$ cat config.mk
export PLATFORM = sky130hd
export DESIGN_NAME = control_edicion_flat
export DESIGN_NICKNAME = d
export VERILOG_FILES = /design/src/rtl/control_edicion_if.sv /design/src/rtl/control_edicion.sv /design/src/flat_wrapper.sv
export SDC_FILE = /design/constraint.sdc
export NUM_CORES = 1
export LEC_CHECK = 0
export BUFFER_PORTS_ARGS = -buffer_cell sky130_fd_sc_hd__buf_2
export CORE_MARGIN = 2
export CORE_UTILIZATION = 35
export DETAILED_ROUTE_END_ITERATION = 12
export MAX_ROUTING_LAYER = met4
export SLEW_MARGIN = 25
export SYNTH_ARGS = -nofsm -noshare
export SYNTH_HDL_FRONTEND = slang
export SYNTH_SLANG_ARGS = --single-unit
$ cat constraint.sdc
create_clock -name clk -period 3.2 [get_ports clk]
set_input_delay 0.16 -clock clk [delete_from_list [all_inputs] [get_ports clk]]
set_output_delay 0.16 -clock clk [all_outputs]
set_load 0.005 [all_outputs]
$ cat src/rtl/control_edicion_if.sv
// RTC-side bundle of control_edicion: RTC time/date snapshot plus the write request/acknowledge pair.
// master = edit controller, slave = RTC driver.
interface control_edicion_if;
  logic [23:0] rtc_hora;
  logic [23:0] rtc_fecha;
  logic        rtc_ampm;
  logic        wr_req;
  logic        wr_tipo;
  logic        wr_ack;

  modport master (
    input  rtc_hora, rtc_fecha, rtc_ampm, wr_ack,
    output wr_req, wr_tipo
  );

  modport slave (
    output rtc_hora, rtc_fecha, rtc_ampm, wr_ack,
    input  wr_req, wr_tipo
  );
endinterface

$ cat src/rtl/control_edicion.sv
// Edit-mode sequencer for the time/date display mux: captures RTC values, applies BCD field edits, requests the RTC write.
// Optional edit timeout is built only when CTRL_EDICION_TIMEOUT_EN is defined.
module control_edicion #(
  parameter int unsigned TIMEOUT_CICLOS = 32'd500_000_000
) (
  input  logic                      clk,
  input  logic                      reset_n,
  input  logic                      btn_prog_hora,
  input  logic                      btn_prog_fecha,
  input  logic                      btn_arriba,
  input  logic                      btn_abajo,
  input  logic                      btn_izq,
  input  logic                      btn_der,
  input  logic                      btn_ok,
  control_edicion_if.master         rtc,
  output logic [23:0]               edit_hora,
  output logic [23:0]               edit_fecha,
  output logic                      edit_ampm,
  output logic [1:0]                seleccion,
  output logic [1:0]                cursor
);

  typedef enum logic [1:0] {
    IDLE     = 2'd0,
    ED_HORA  = 2'd1,
    ED_FECHA = 2'd2,
    ESCRIBE  = 2'd3
  } estado_t;

  estado_t     state_r, state_s;
  logic [23:0] hora_s, fecha_s, palabra_s;
  logic        ampm_s, req_s, tipo_s;
  logic [1:0]  sel_s, cursor_s, cursor_mov_s;
  logic [7:0]  campo_s, nuevo_s, lim_min_s, lim_max_s;
  logic        sube_s, baja_s, toggle_s, btn_any_s, en_edicion_s, timeout_s;

  function automatic logic bcd_valido(input logic [7:0] v);
    return (v[7:4] <= 4'd9) && (v[3:0] <= 4'd9);
  endfunction

  function automatic logic [7:0] bcd_inc(input logic [7:0] v, input logic [7:0] vmin, input logic [7:0] vmax);
    logic [7:0] r;
    if (!bcd_valido(v) || (v >= vmax)) r = vmin;
    else if (v[3:0] == 4'd9)           r = {v[7:4] + 4'd1, 4'd0};
    else                               r = {v[7:4], v[3:0] + 4'd1};
    return r;
  endfunction

  function automatic logic [7:0] bcd_dec(input logic [7:0] v, input logic [7:0] vmin, input logic [7:0] vmax);
    logic [7:0] r;
    if (!bcd_valido(v) || (v <= vmin)) r = vmax;
    else if (v[3:0] == 4'd0)           r = {v[7:4] - 4'd1, 4'd9};
    else                               r = {v[7:4], v[3:0] - 4'd1};
    return r;
  endfunction

  function automatic logic [7:0] campo_get(input logic [23:0] w, input logic [1:0] c);
    logic [7:0] r;
    case (c)
      2'd0:    r = w[23:16];
      2'd1:    r = w[15:8];
      default: r = w[7:0];
    endcase
    return r;
  endfunction

  function automatic logic [23:0] campo_put(input logic [23:0] w, input logic [1:0] c, input logic [7:0] v);
    logic [23:0] r;
    r = w;
    case (c)
      2'd0:    r[23:16] = v;
      2'd1:    r[15:8]  = v;
      default: r[7:0]   = v;
    endcase
    return r;
  endfunction

  assign btn_any_s    = btn_prog_hora | btn_prog_fecha | btn_arriba | btn_abajo | btn_izq | btn_der | btn_ok;
  assign en_edicion_s = (state_r == ED_HORA) || (state_r == ED_FECHA);

  // Field under the cursor: range limits, inc/dec result and AM/PM toggle on the 11<->12 crossing
  always_comb begin
    sube_s = btn_arriba & ~btn_abajo;
    baja_s = btn_abajo & ~btn_arriba;
    if (state_r == ED_HORA) begin
      palabra_s = edit_hora;
      case (cursor)
        2'd0:    begin lim_min_s = 8'h01; lim_max_s = 8'h12; end
        default: begin lim_min_s = 8'h00; lim_max_s = 8'h59; end
      endcase
    end else begin
      palabra_s = edit_fecha;
      case (cursor)
        2'd0:    begin lim_min_s = 8'h01; lim_max_s = 8'h31; end
        2'd1:    begin lim_min_s = 8'h01; lim_max_s = 8'h12; end
        default: begin lim_min_s = 8'h00; lim_max_s = 8'h99; end
      endcase
    end
    campo_s = campo_get(palabra_s, cursor);
    if (sube_s)      nuevo_s = bcd_inc(campo_s, lim_min_s, lim_max_s);
    else if (baja_s) nuevo_s = bcd_dec(campo_s, lim_min_s, lim_max_s);
    else             nuevo_s = campo_s;
    toggle_s = (state_r == ED_HORA) && (cursor == 2'd0) &&
               ((sube_s && (campo_s == 8'h11)) || (baja_s && (campo_s == 8'h12)));
  end

  // Cursor motion modulo 3; opposite presses cancel
  always_comb begin
    if (btn_izq && !btn_der)      cursor_mov_s = (cursor == 2'd0) ? 2'd2 : cursor - 2'd1;
    else if (btn_der && !btn_izq) cursor_mov_s = (cursor >= 2'd2) ? 2'd0 : cursor + 2'd1;
    else                          cursor_mov_s = cursor;
  end

`ifdef CTRL_EDICION_TIMEOUT_EN
  localparam int unsigned CNT_W = (TIMEOUT_CICLOS > 32'd1) ? $clog2(TIMEOUT_CICLOS) : 1;
  logic [CNT_W-1:0] cnt_r, cnt_s;

  // Idle counter: runs only while editing, any button restarts it
  always_comb begin
    timeout_s = en_edicion_s && !btn_any_s && (cnt_r == CNT_W'(TIMEOUT_CICLOS - 32'd1));
    if (en_edicion_s && !btn_any_s && !timeout_s) cnt_s = cnt_r + CNT_W'(1);
    else                                          cnt_s = '0;
  end

  // Idle counter register
  always_ff @(posedge clk or negedge reset_n) begin
    if (!reset_n) cnt_r <= '0;
    else          cnt_r <= cnt_s;
  end
`else
  assign timeout_s = 1'b0;
`endif

  // Next-state and next-output logic
  always_comb begin
    state_s  = state_r;
    sel_s    = seleccion;
    cursor_s = cursor;
    hora_s   = edit_hora;
    fecha_s  = edit_fecha;
    ampm_s   = edit_ampm;
    req_s    = rtc.wr_req;
    tipo_s   = rtc.wr_tipo;
    case (state_r)
      IDLE: begin
        if (btn_prog_hora) begin
          state_s  = ED_HORA;
          sel_s    = 2'b01;
          cursor_s = 2'd0;
          hora_s   = rtc.rtc_hora;
          ampm_s   = rtc.rtc_ampm;
        end else if (btn_prog_fecha) begin
          state_s  = ED_FECHA;
          sel_s    = 2'b10;
          cursor_s = 2'd0;
          fecha_s  = rtc.rtc_fecha;
        end else begin
          state_s  = IDLE;
        end
      end
      ED_HORA: begin
        cursor_s = cursor_mov_s;
        hora_s   = campo_put(edit_hora, cursor, nuevo_s);
        ampm_s   = edit_ampm ^ toggle_s;
        if (btn_prog_hora || timeout_s) begin
          state_s = IDLE;
          sel_s   = 2'b00;
        end else if (btn_ok) begin
          state_s = ESCRIBE;
          req_s   = 1'b1;
          tipo_s  = 1'b0;
        end else begin
          state_s = ED_HORA;
        end
      end
      ED_FECHA: begin
        cursor_s = cursor_mov_s;
        fecha_s  = campo_put(edit_fecha, cursor, nuevo_s);
        if (btn_prog_fecha || timeout_s) begin
          state_s = IDLE;
          sel_s   = 2'b00;
        end else if (btn_ok) begin
          state_s = ESCRIBE;
          req_s   = 1'b1;
          tipo_s  = 1'b1;
        end else begin
          state_s = ED_FECHA;
        end
      end
      ESCRIBE: begin
        if (rtc.wr_ack) begin
          state_s = IDLE;
          sel_s   = 2'b00;
          req_s   = 1'b0;
        end else begin
          req_s   = 1'b1;
        end
      end
      default: begin
        state_s = IDLE;
        sel_s   = 2'b00;
        req_s   = 1'b0;
      end
    endcase
  end

  // State and output registers
  always_ff @(posedge clk or negedge reset_n) begin
    if (!reset_n) begin
      state_r     <= IDLE;
      seleccion   <= 2'b00;
      cursor      <= 2'd0;
      edit_hora   <= 24'h120000;
      edit_fecha  <= 24'h010100;
      edit_ampm   <= 1'b0;
      rtc.wr_req  <= 1'b0;
      rtc.wr_tipo <= 1'b0;
    end else begin
      state_r     <= state_s;
      seleccion   <= sel_s;
      cursor      <= cursor_s;
      edit_hora   <= hora_s;
      edit_fecha  <= fecha_s;
      edit_ampm   <= ampm_s;
      rtc.wr_req  <= req_s;
      rtc.wr_tipo <= tipo_s;
    end
  end

endmodule

$ cat src/flat_wrapper.sv
// flat-port wrapper written by rule: the top's interface ports become plain ports
module control_edicion_flat 
#(
  parameter int unsigned TIMEOUT_CICLOS = 32'd500_000_000
)
  (clk, reset_n, btn_prog_hora, btn_prog_fecha, btn_arriba, btn_abajo, btn_izq, btn_der, btn_ok, edit_hora, edit_fecha, edit_ampm, seleccion, cursor, rtc_rtc_hora, rtc_rtc_fecha, rtc_rtc_ampm, rtc_wr_ack, rtc_wr_req, rtc_wr_tipo);
  control_edicion_if rtc_i ();
  input  logic clk;
  input  logic reset_n;
  input  logic btn_prog_hora;
  input  logic btn_prog_fecha;
  input  logic btn_arriba;
  input  logic btn_abajo;
  input  logic btn_izq;
  input  logic btn_der;
  input  logic btn_ok;
  output logic [23:0] edit_hora;
  output logic [23:0] edit_fecha;
  output logic edit_ampm;
  output logic [1:0] seleccion;
  output logic [1:0] cursor;
  input wire logic [$bits(rtc_i.rtc_hora)-1:0] rtc_rtc_hora;
  input wire logic [$bits(rtc_i.rtc_fecha)-1:0] rtc_rtc_fecha;
  input wire logic [$bits(rtc_i.rtc_ampm)-1:0] rtc_rtc_ampm;
  input wire logic [$bits(rtc_i.wr_ack)-1:0] rtc_wr_ack;
  output wire logic [$bits(rtc_i.wr_req)-1:0] rtc_wr_req;
  output wire logic [$bits(rtc_i.wr_tipo)-1:0] rtc_wr_tipo;
  assign rtc_i.rtc_hora = rtc_rtc_hora;
  assign rtc_i.rtc_fecha = rtc_rtc_fecha;
  assign rtc_i.rtc_ampm = rtc_rtc_ampm;
  assign rtc_i.wr_ack = rtc_wr_ack;
  assign rtc_wr_req = rtc_i.wr_req;
  assign rtc_wr_tipo = rtc_i.wr_tipo;
  control_edicion #(.TIMEOUT_CICLOS(TIMEOUT_CICLOS)) u_core (.clk(clk), .reset_n(reset_n), .btn_prog_hora(btn_prog_hora), .btn_prog_fecha(btn_prog_fecha), .btn_arriba(btn_arriba), .btn_abajo(btn_abajo), .btn_izq(btn_izq), .btn_der(btn_der), .btn_ok(btn_ok), .rtc(rtc_i), .edit_hora(edit_hora), .edit_fecha(edit_fecha), .edit_ampm(edit_ampm), .seleccion(seleccion), .cursor(cursor));
endmodule
== Word level (Yosys, flattened, before mapping) ==
Index checks and enable logic that the tools add are counted.
Storage, ports and cells
  bits in registers: 57
  bits of input ports: 59
Cells by class
  reduce and logical (&&, ||, !) cells: 34
  add/sub/neg operators: 6
  equality and inequality tests: 25
  multiplexer cells: 53
  bitwise operators: 5
  order comparisons: 5
Operators by type and width (number)
  $mux 24: 4
  $pmux 24 s2: 2
  $mux 8: 11
  $ne 2x2->1 const B: 16
  $pmux 8 s2: 2
  $mux 2: 15
  $eq 8x5->1 const B: 2
  $pmux 2 s4: 2
  $reduce_and 4->1: 4
  $reduce_and 3->1: 5
  $mux 1: 12
  $add 4x1->4 const B: 2
  $ge 8x8->1: 1
  $le 4x4->1 const B: 2
  $le 8x8->1: 1
  $reduce_bool 2->1: 4
  $sub 4x1->4 const B: 2
  $logic_and 1x1->1: 7
  $mux 7: 1
  $reduce_and 5->1: 1
  $eq 2x1->1 const B: 2
  $eq 2x2->1 const B: 2
  $eq 4x4->1 const B: 1
  $logic_not 2->1: 2
  other kinds (17): 25

== Longest topological paths before layout ==
Gate-level depths: netlist of the first run.
  depth after elaboration: 12
  mapped depth: 17
  depth with buffers taken out: 14

== Worst setup path before layout of the first run ==
OpenSTA, ideal clock, no wires.
  path kind: register to register
  from: reg u_core.cursor[1]
  to: reg u_core.edit_hora[13]
  stages on the path, launching flop included: 16
  setup slack: -301 ps
  data required time: 3070 ps
  library setup time: 130 ps
  data arrival time: 3372 ps
  path buffers: 2
  cell sequence: dfrtp_1 > inv_1 > ha_1 > buf_6 > buf_6 > or2_1 > o22a_1 > nand2_1 > inv_1 > ha_1 > o21ai_0 > a2111oi_4 > nor3_2 > a211o_1 > a221oi_2 > o21ai_1
On the way
  longest elaborated chain between the ends: 11
  elaborated cells between the ends (all ways): 32
  those cells by class: add/sub (2); order compare (4); eq/ne (3); mux (15); reduce/logical (8)
RTL lines
  start: declaration: RTL line control_edicion.sv:20  | output logic [1:0] cursor
  start signal: assignment: RTL line control_edicion.sv:221  | cursor <= cursor_s;
  $eq 2x1->1 / $logic_not 2->1 (equally long branches)
  $reduce_or 2->1 (no line) / $pmux 8 s2 (equally long branches)
  $mux 1 / $le 4x4->1 (equally long branches): RTL line control_edicion.sv:93, control_edicion.sv:38
  $mux 8 / $logic_and 1x1->1 (equally long branches): RTL line control_edicion.sv:85, control_edicion.sv:38
  $le 8x8->1 / $logic_not 1->1 (equally long branches): RTL line control_edicion.sv:51, control_edicion.sv:43
  $logic_or 1x1->1: RTL line control_edicion.sv:51  | if (!bcd_valido(v) || (v <= vmin)) r = vmax;
  $mux 8: RTL line control_edicion.sv:51
  $mux 8: RTL line control_edicion.sv:101  | else if (baja_s) nuevo_s = bcd_dec(campo_s, lim_min_s, lim_max_s);
  $mux 8: RTL line control_edicion.sv:100  | if (sube_s) nuevo_s = bcd_inc(campo_s, lim_min_s, lim_max_s);
  $mux 8: RTL line control_edicion.sv:70  | case (c)
  $pmux 24 s2: RTL line control_edicion.sv:144  | case (state_r)
  end signal: assignment: RTL line control_edicion.sv:222  | edit_hora <= hora_s;
  end: declaration: RTL line control_edicion.sv:16  | output logic [23:0] edit_hora,
Several ways; a longest one is shown, not always the timed one. The select of a mux whose other input is x is not followed.
A chain may end at the register's enable or synchronous reset.

== Worst setup path in the final report of the first run ==
  from: reg u_core.cursor[0]
  to: reg u_core.edit_fecha[20]
On the way
  longest elaborated chain between the ends: 11
  elaborated cells between the ends (all ways): 32
  those cells by class: add/sub (2); order compare (4); eq/ne (3); mux (15); reduce/logical (8)
RTL lines
  $eq 2x1->1 / $logic_not 2->1 (equally long branches)
  $reduce_or 2->1 (no line) / $pmux 8 s2 (equally long branches)
  $mux 1 / $le 4x4->1 (equally long branches): RTL line control_edicion.sv:93, control_edicion.sv:38
  $mux 8 / $logic_and 1x1->1 (equally long branches): RTL line control_edicion.sv:85, control_edicion.sv:38
  $le 8x8->1 / $logic_not 1->1 (equally long branches): RTL line control_edicion.sv:51, control_edicion.sv:43
  $logic_or 1x1->1: RTL line control_edicion.sv:51
  $mux 8: RTL line control_edicion.sv:51
  $mux 8: RTL line control_edicion.sv:101
  $mux 8: RTL line control_edicion.sv:100
  $mux 8: RTL line control_edicion.sv:70
  $pmux 24 s2: RTL line control_edicion.sv:144
  end signal: assignment: RTL line control_edicion.sv:223  | edit_fecha <= fecha_s;
  end: declaration: RTL line control_edicion.sv:17  | output logic [23:0] edit_fecha,
Several ways; a longest one is shown, not always the timed one. The select of a mux whose other input is x is not followed.

==> summary.txt, run 1 <==
CP Max Fanout -> 7
antenna-violating nets left -> 0
antenna diode count -> 0
Crit-path slowest cell -> dfrtp_2
sequential fraction of the synthesis area -> 0.325
WL met1 -> 8280 µm
Synth Area per Inst -> 8.36 µm²
share of layout cells above drive strength 1 -> 0.501
area share of the largest cell type after synthesis -> 0.301
clock buffer depth -> 2
Hold Path Class -> input pin to flop
min Tclk post-route -> 3.31 ns
final worst setup slack -> -0.112 ns
MaxCap Viol Count -> 0
required time worst endpoint -> 3.46 ns
Synth area leaders -> dfrtp_1, ha_1, nand2_1, a21oi_1, o21ai_0
Sequential cell area -> 0.00143 mm²
setup slack, reg-to-reg -> -0.11 ns
Mapped Nets -> 605
first-pass GRT wire length -> 29,800 µm
largest net degree at the start of global routing -> 27
via count -> 5,366
area delta synth->final -> 64.0%
Synth area leader -> dfrtp_1
Max Clock Skew -> 0.00768 ns
Core Box Area -> 0.0122 mm²
prevailing post-synth register cell -> dfrtp_1
# fillers -> 1,052
fin cells -> 941
Initial Util -> 0.362
CP Class -> flop to flop
die height -> 116 µm
H-tree depth -> 3
Post-synth ARST share -> 1.00
Remaining Overflow, GRT -> 0
Starting DRT DRC Count -> 324
count of different cell masters after synthesis -> 79
clock sinks -> 57
I/O Buffers -> 113
Post-synth EDFFs -> 0
Fmax -> 302 MHz
row count -> 40
top routing layer used -> met4
commonest cells after routing, fill and taps aside -> buf_4, buf_2, nand2_1
Cell Chain, Critical Path -> inv_2 > ha_4 > buf_8 > a22o_4 > o32ai_4 > inv_2 > ha_4 > a21o_1 > a21o_1 > a211oi_4 > buf_4 > nand4_1 > o2111ai_2 > o311ai_4 > o211ai_1
yosys warns -> 0
crit end category -> flop
Multi-input gate area -> 0.00335 mm²
Final Hold Viols -> 0
Nets -> 846
setup violators final -> 33
Root Buffer -> clkbuf_16
status -> complete, but fails checks
met2 wire length -> 9360 µm
initial antenna violation count -> 0
Vias/cell -> 5.70
CP startpoint kind -> flop
Num CTS Buffers -> 9
drt total wl -> 19,500 µm
FF+latch count, synth -> 57
drt first pass iters -> 5
vias in the first global route -> 5,232
DR DRC count -> 0
RSZ-0062 raised after global routing -> yes
WL met3 -> 1130 µm
Clk pin slew, worst setup/hold paths -> 0.05 ns
post-DP HPWL -> 14,900 µm
area of the mapped netlist -> 0.00441 mm²
gr usage total -> 0.304
I/O pin total -> 114
Die W -> 116 µm
Inst Count DP -> 884
commonest non-fill, non-tap cell in the layout -> buf_4
routability-driven placement congestion ratio -> 0.960
slowest stage delay, CP -> 0.40 ns
Max Slew Vio Count -> 0
failing checks -> negative setup slack
CP Data Arrival Time -> 3.57 ns
CTS tree -> done
Slew Limit Headroom -> 0.479
period utilization -> 1.03
Die Footprint -> 0.0135 mm²
drt wl/cell -> 20.7 µm
Post-Syn Instances -> 527
Least-Margin Pin Slew -> 0.776 ns
Skew-Pair Late Insertion Delay -> 0.34 ns
timing repair:
action                                  4_1_cts  5_1_grt
buffers inserted                             23       18
endpoints found under the setup margin       48       49
gates resized for setup                      43       74
pin swaps                                    35       34
hold buffers                                  1        0
endpoints found under the hold margin        17        0
metrics by stage:
| stage | cell area, µm² | TNS, ns | setup slack (ns) | hold WS [ns] | util |
|---|---|---|---|---|---|
| final | 7230 | -2.06 | -0.112 | 0.0472 | 0.594 |
| after global routing | 7230 | -6.42 | -0.231 | 0.0796 | 0.594 |
| after floorplan | 4520 | -0.00578 | -0.00578 | -0.136 | - |
| after global placement | 5940 | -12.77 | -0.451 | 0.383 | 0.488 |
| after CTS | 6720 | -0.507 | -0.0715 | 0.0469 | 0.552 |
| after detailed placement | 5960 | -11.72 | -0.426 | 0.132 | 0.490 |
flip-flops by register name (all words and copies together) (netlist names):
signal              count
u_core.edit_fecha      24
u_core.edit_hora       24
u_core.cursor           2
u_core.seleccion        2
u_core.state_r          2
u_core.edit_ampm        1
u_core.rtc.wr_req       1
u_core.rtc.wr_tipo      1
final cells by class:
cell class	count	area share
Sequential cell	57	0.198
Clock buffer	11	0.0336
Timing Repair Buffer	259	0.246
Multi-Input combinational cell	414	0.464
Clock inverter	5	0.0142
Tap cell	168	0.0291
Inverter	27	0.0151
routing by layer:
metal	track usage	vias up
li1	-	2463
met1	0.386	2645
met2	0.494	210
met3	0.0420	48
met4	0.113	0
met5	-	-
path summary, 6_finish.rpt:
kind                                 startpoint                     to  cells past startpoint
max                            u_core.cursor[0]  u_core.edit_fecha[20]                     15
max reg2reg                    u_core.cursor[0]  u_core.edit_fecha[20]                     15
max in group asynchronous               reset_n   u_core.edit_hora[20]                      4
min                                  rtc_wr_ack      u_core.rtc.wr_req                      2
min in group asynchronous               reset_n      u_core.rtc.wr_req                      2
min reg2reg                u_core.edit_hora[17]   u_core.edit_hora[17]                      2
synthesized netlist by cell type (3+ instances only):
library cell  count
nand3_1          25
a211o_1           3
o211ai_1         13
nand2_1          62
o21ai_1          27
nor2_1           31
o221ai_1          8
inv_1            26
and3_1           14
a21o_1            5
a211oi_2          5
o21ai_0          30
o22ai_1           4
mux2_2            8
dfstp_2           4
a21oi_1          45
a211oi_1          3
nor3_1            7
nor3_2            4
nand4_1           5
a31oi_1           9
nor2b_1           3
buf_2             6
a22o_1            6
dfrtp_1          53
ha_1             19
mux2i_1           9
nand2b_1          6
clkbuf_1         19
xnor2_1           3
o2111ai_1         4
critical path: cells and delay by family (launching register included):
family / cells / cell delay [ns]
AND/OR/NAND/NOR: 1 / 0.10
adder cells (fa/ha/maj): 2 / 0.41
flip-flops: 1 / 0.40
AO/OA/AOI/OAI: 8 / 1.85
buffers and inverters: 4 / 0.46
kinds of logic (layout without fill, tap and decap cells):
| group | Yosys count | count (layout) | synth area share |
|---|---|---|---|
| adder cells (fa/ha/maj) | 19 | 19 | 0.0539 |
| multiplexers | 18 | 18 | 0.0434 |
| AND/OR/NAND/NOR | 172 | 172 | 0.189 |
| buffers and inverters | 56 | 302 | 0.0537 |
| flip-flops | 57 | 57 | 0.325 |
| AO/OA/AOI/OAI | 202 | 202 | 0.329 |
| XOR/XNOR | 3 | 3 | 0.00596 |
Power of run 1 is left out: the tool's default activity adds up to more than one toggle a clock period on the data nets, which glitch-free logic cannot reach.
==> inputs of run 2 (changes only) <==
==> constraint.sdc (replaced) <==
create_clock -name clk -period 3.5 [get_ports clk]
set_input_delay 0.175 -clock clk [delete_from_list [all_inputs] [get_ports clk]]
set_output_delay 0.175 -clock clk [all_outputs]
set_load 0.005 [all_outputs]
==> summary.txt, run 2 (same netlist as run 1, synthesis figures left out) <==
antenna-violating nets left -> 0 (unchanged)
CP startpoint kind -> flop (unchanged)
CP Class -> flop to flop (unchanged)
slowest stage delay, CP -> 0.40 ns (about the same)
Root Buffer -> clkbuf_16 (unchanged)
Nets -> 794 (was 846)
antenna diode count -> 0 (unchanged)
Top cell by count, worst path -> buf_4
Initial Util -> 0.362 (unchanged)
Max Clock Skew -> 0.00750 ns (was 0.00768 ns)
CTS tree -> done (unchanged)
area delta synth->final -> 42.4% (was 64.0%)
period utilization -> 0.978 (was 1.03)
initial antenna violation count -> 0 (unchanged)
Die W -> 116 µm (unchanged)
Remaining Overflow, GRT -> 0 (unchanged)
clock sinks -> 57 (unchanged)
FF-to-FF path depth -> 16 (was 15)
CP Data Arrival Time -> 3.63 ns (was 3.57 ns)
Fmax -> 292 MHz (was 302 MHz)
DR DRC count -> 0 (unchanged)
gr usage total -> 0.283 (was 0.304)
capturing point of the worst reg2reg path -> u_core.edit_hora[0] (was u_core.edit_fecha[20])
I/O pin total -> 114 (unchanged)
row count -> 40 (unchanged)
Max Slew Vio Count -> 0 (unchanged)
drt total wl -> 18,300 µm (was 19,500 µm)
required time worst endpoint -> 3.70 ns (was 3.46 ns)
Multi-input gate area -> 0.00292 mm² (was 0.00335 mm²)
clock buffer depth -> 2 (unchanged)
routability-driven placement congestion ratio -> 1.04 (was 0.960)
post-DP HPWL -> 14,300 µm (was 14,900 µm)
H-tree depth -> 3 (unchanged)
Die Footprint -> 0.0135 mm² (unchanged)
min Tclk post-route -> 3.42 ns (was 3.31 ns)
RSZ-0062 raised after global routing -> yes (unchanged)
hold_sp -> rtc_wr_ack (unchanged)
Starting DRT DRC Count -> 438 (was 324)
setup slack, reg-to-reg -> 0.08 ns (was -0.11 ns)
post-layout instance area -> 0.00627 mm² (was 0.00723 mm²)
setup violators final -> 0 (was 33)
# fillers -> 1,158 (was 1,052)
largest net degree at the start of global routing -> 30 (was 27)
die height -> 116 µm (unchanged)
Min-Delay Path Depth -> 2 (unchanged)
Hold Path Class -> input pin to flop (unchanged)
Top delay family on crit path -> compound AO/OA/AOI/OAI gates (unchanged)
Final Hold Viols -> 0 (unchanged)
first-pass GRT wire length -> 27,900 µm (was 29,800 µm)
vias in the first global route -> 4,940 (was 5,232)
Crit-path slowest cell -> dfrtp_1 (was dfrtp_2)
Core Box Area -> 0.0122 mm² (unchanged)
CP Max Fanout -> 13 (was 7)
Slew Limit Headroom -> 0.427 (was 0.479)
placed inst area -> 0.00571 mm² (was 0.00596 mm²)
I/O Buffers -> 113 (unchanged)
MaxCap Viol Count -> 0 (unchanged)
Cell Chain, Critical Path -> inv_2 > ha_4 > buf_12 > mux2_1 > nand2_2 > o221ai_4 > ha_2 > or2_2 > a32oi_4 > buf_6 > buf_4 > nor4_1 > o31a_1 > a211oi_2 > buf_4 > o21ai_1 (was inv_2 > ha_4 > buf_8 > a22o_4 > o32ai_4 > inv_2 > ha_4 > a21o_1 > a21o_1 > a211oi_4 > buf_4 > nand4_1 > o2111ai_2 > o311ai_4 > o211ai_1)
status -> complete, no violations (was complete, but fails checks)
via count -> 5,163 (was 5,366)
Least-Margin Pin Slew -> 0.854 ns (was 0.776 ns)
Skew-Pair Late Insertion Delay -> 0.33 ns (was 0.34 ns)
drt wl/cell -> 20.6 µm (was 20.7 µm)
share of layout cells above drive strength 1 -> 0.398 (was 0.501)
commonest non-fill, non-tap cell in the layout -> buf_2 (was buf_4)
Clk pin slew, worst setup/hold paths -> 0.05 ns (about the same)
Num CTS Buffers -> 9 (unchanged)
commonest cells after routing, fill and taps aside -> buf_2, buf_4, nand2_1 (was buf_4, buf_2, nand2_1)
Sequential cell area -> 0.00143 mm² (about the same)
CP bufs+invs -> 5 (was 4)
R2R Path Start -> u_core.state_r[1] (was u_core.cursor[0])
Vias/cell -> 5.81 (was 5.70)
drt first pass iters -> 6 (was 5)
crit end category -> flop (unchanged)
biggest regs -> u_core.edit_fecha: 24 flops, u_core.edit_hora: 24 flops (unchanged)
WHS Endpoint -> u_core.rtc.wr_req (unchanged)
run 2: cell count changes in the layout (fill, tap and decap cells not counted), moves of 5 or more:
cell | previous run | this run
buf_4 | 126 | 87
a21oi_2 | 14 | 3
a21oi_1 | 33 | 44
buf_6 | 13 | 3
o221ai_1 | 2 | 7
run 2: area by class of cell:
| class | instances | area share |
|---|---|---|
| tap | 168 | 0.0335 |
| inverter | 27 | 0.0162 |
| sequential | 57 | 0.228 |
| multi-input combinational | 414 | 0.465 |
| clock buffer | 10 | 0.0365 |
| clock inverter | 6 | 0.00957 |
| timing repair buffer | 207 | 0.211 |
run 2: worst register-to-register path, delay by kind of cell, from the launching register on:
| kind | cells | cell delay (ns) |
|---|---|---|
| buffers and inverters | 5 | 0.65 |
| DFF | 1 | 0.40 |
| muxes | 1 | 0.36 |
| and+or+nand+nor | 3 | 0.47 |
| adders and majority gates | 2 | 0.37 |
| AOI/OAI and AO/OA | 5 | 1.06 |
run 2: worst max-delay path by stage:
stage / end / cells after the start / start / slack, ns
finish: u_core.edit_hora[0] / 16 / u_core.state_r[1] / 0.08
global route: u_core.edit_fecha[1] / 17 / u_core.cursor[1] / -0.05
CTS: u_core.edit_fecha[20] / 17 / u_core.state_r[1] / 0.04
detailed placement: u_core.edit_fecha[15] / 14 / u_core.cursor[0] / -0.23
global placement: u_core.edit_hora[13] / 16 / u_core.cursor[0] / -0.24
floorplan: u_core.edit_hora[13] / 15 / u_core.state_r[1] / 0.04
run 2: repair_timing:
| item | 4_1_cts | 5_1_grt |
|---|---|---|
| hold buffers | 1 | 0 |
| hold endpoints to repair | 27 | 0 |
| setup endpoints to repair | 48 | 48 |
| resized for setup | 18 | 19 |
| buffers inserted | 2 | 8 |
| pin swaps | 5 | 13 |
run 2: per-layer routing:
layer  vias to the layer above  part of all wire  track usage
met5                         -                 0            -
met4                         0             0.040        0.121
met3                        49             0.074       0.0301
met2                       279              0.46        0.439
met1                      2472              0.43        0.377
li1                       2363                 -            -
run 2: stage by stage:
| stage | setup TNS [ns] | util | instances | worst slack (ns) | hold WS (ns) |
|---|---|---|---|---|---|
| after floorplan | 0 | - | 527 | 0.0371 | -0.121 |
| after global placement | -3.65 | 0.470 | 862 | -0.242 | 0.242 |
| after detailed placement | -4.00 | 0.470 | 862 | -0.233 | 0.252 |
| after CTS | 0 | 0.503 | 881 | 0.0389 | 0.0574 |
| after global routing | -0.455 | 0.516 | 889 | -0.0459 | 0.0781 |
| final | 0 | 0.516 | 889 | 0.0782 | 0.0690 |
Power of run 2 is left out for the same reason.
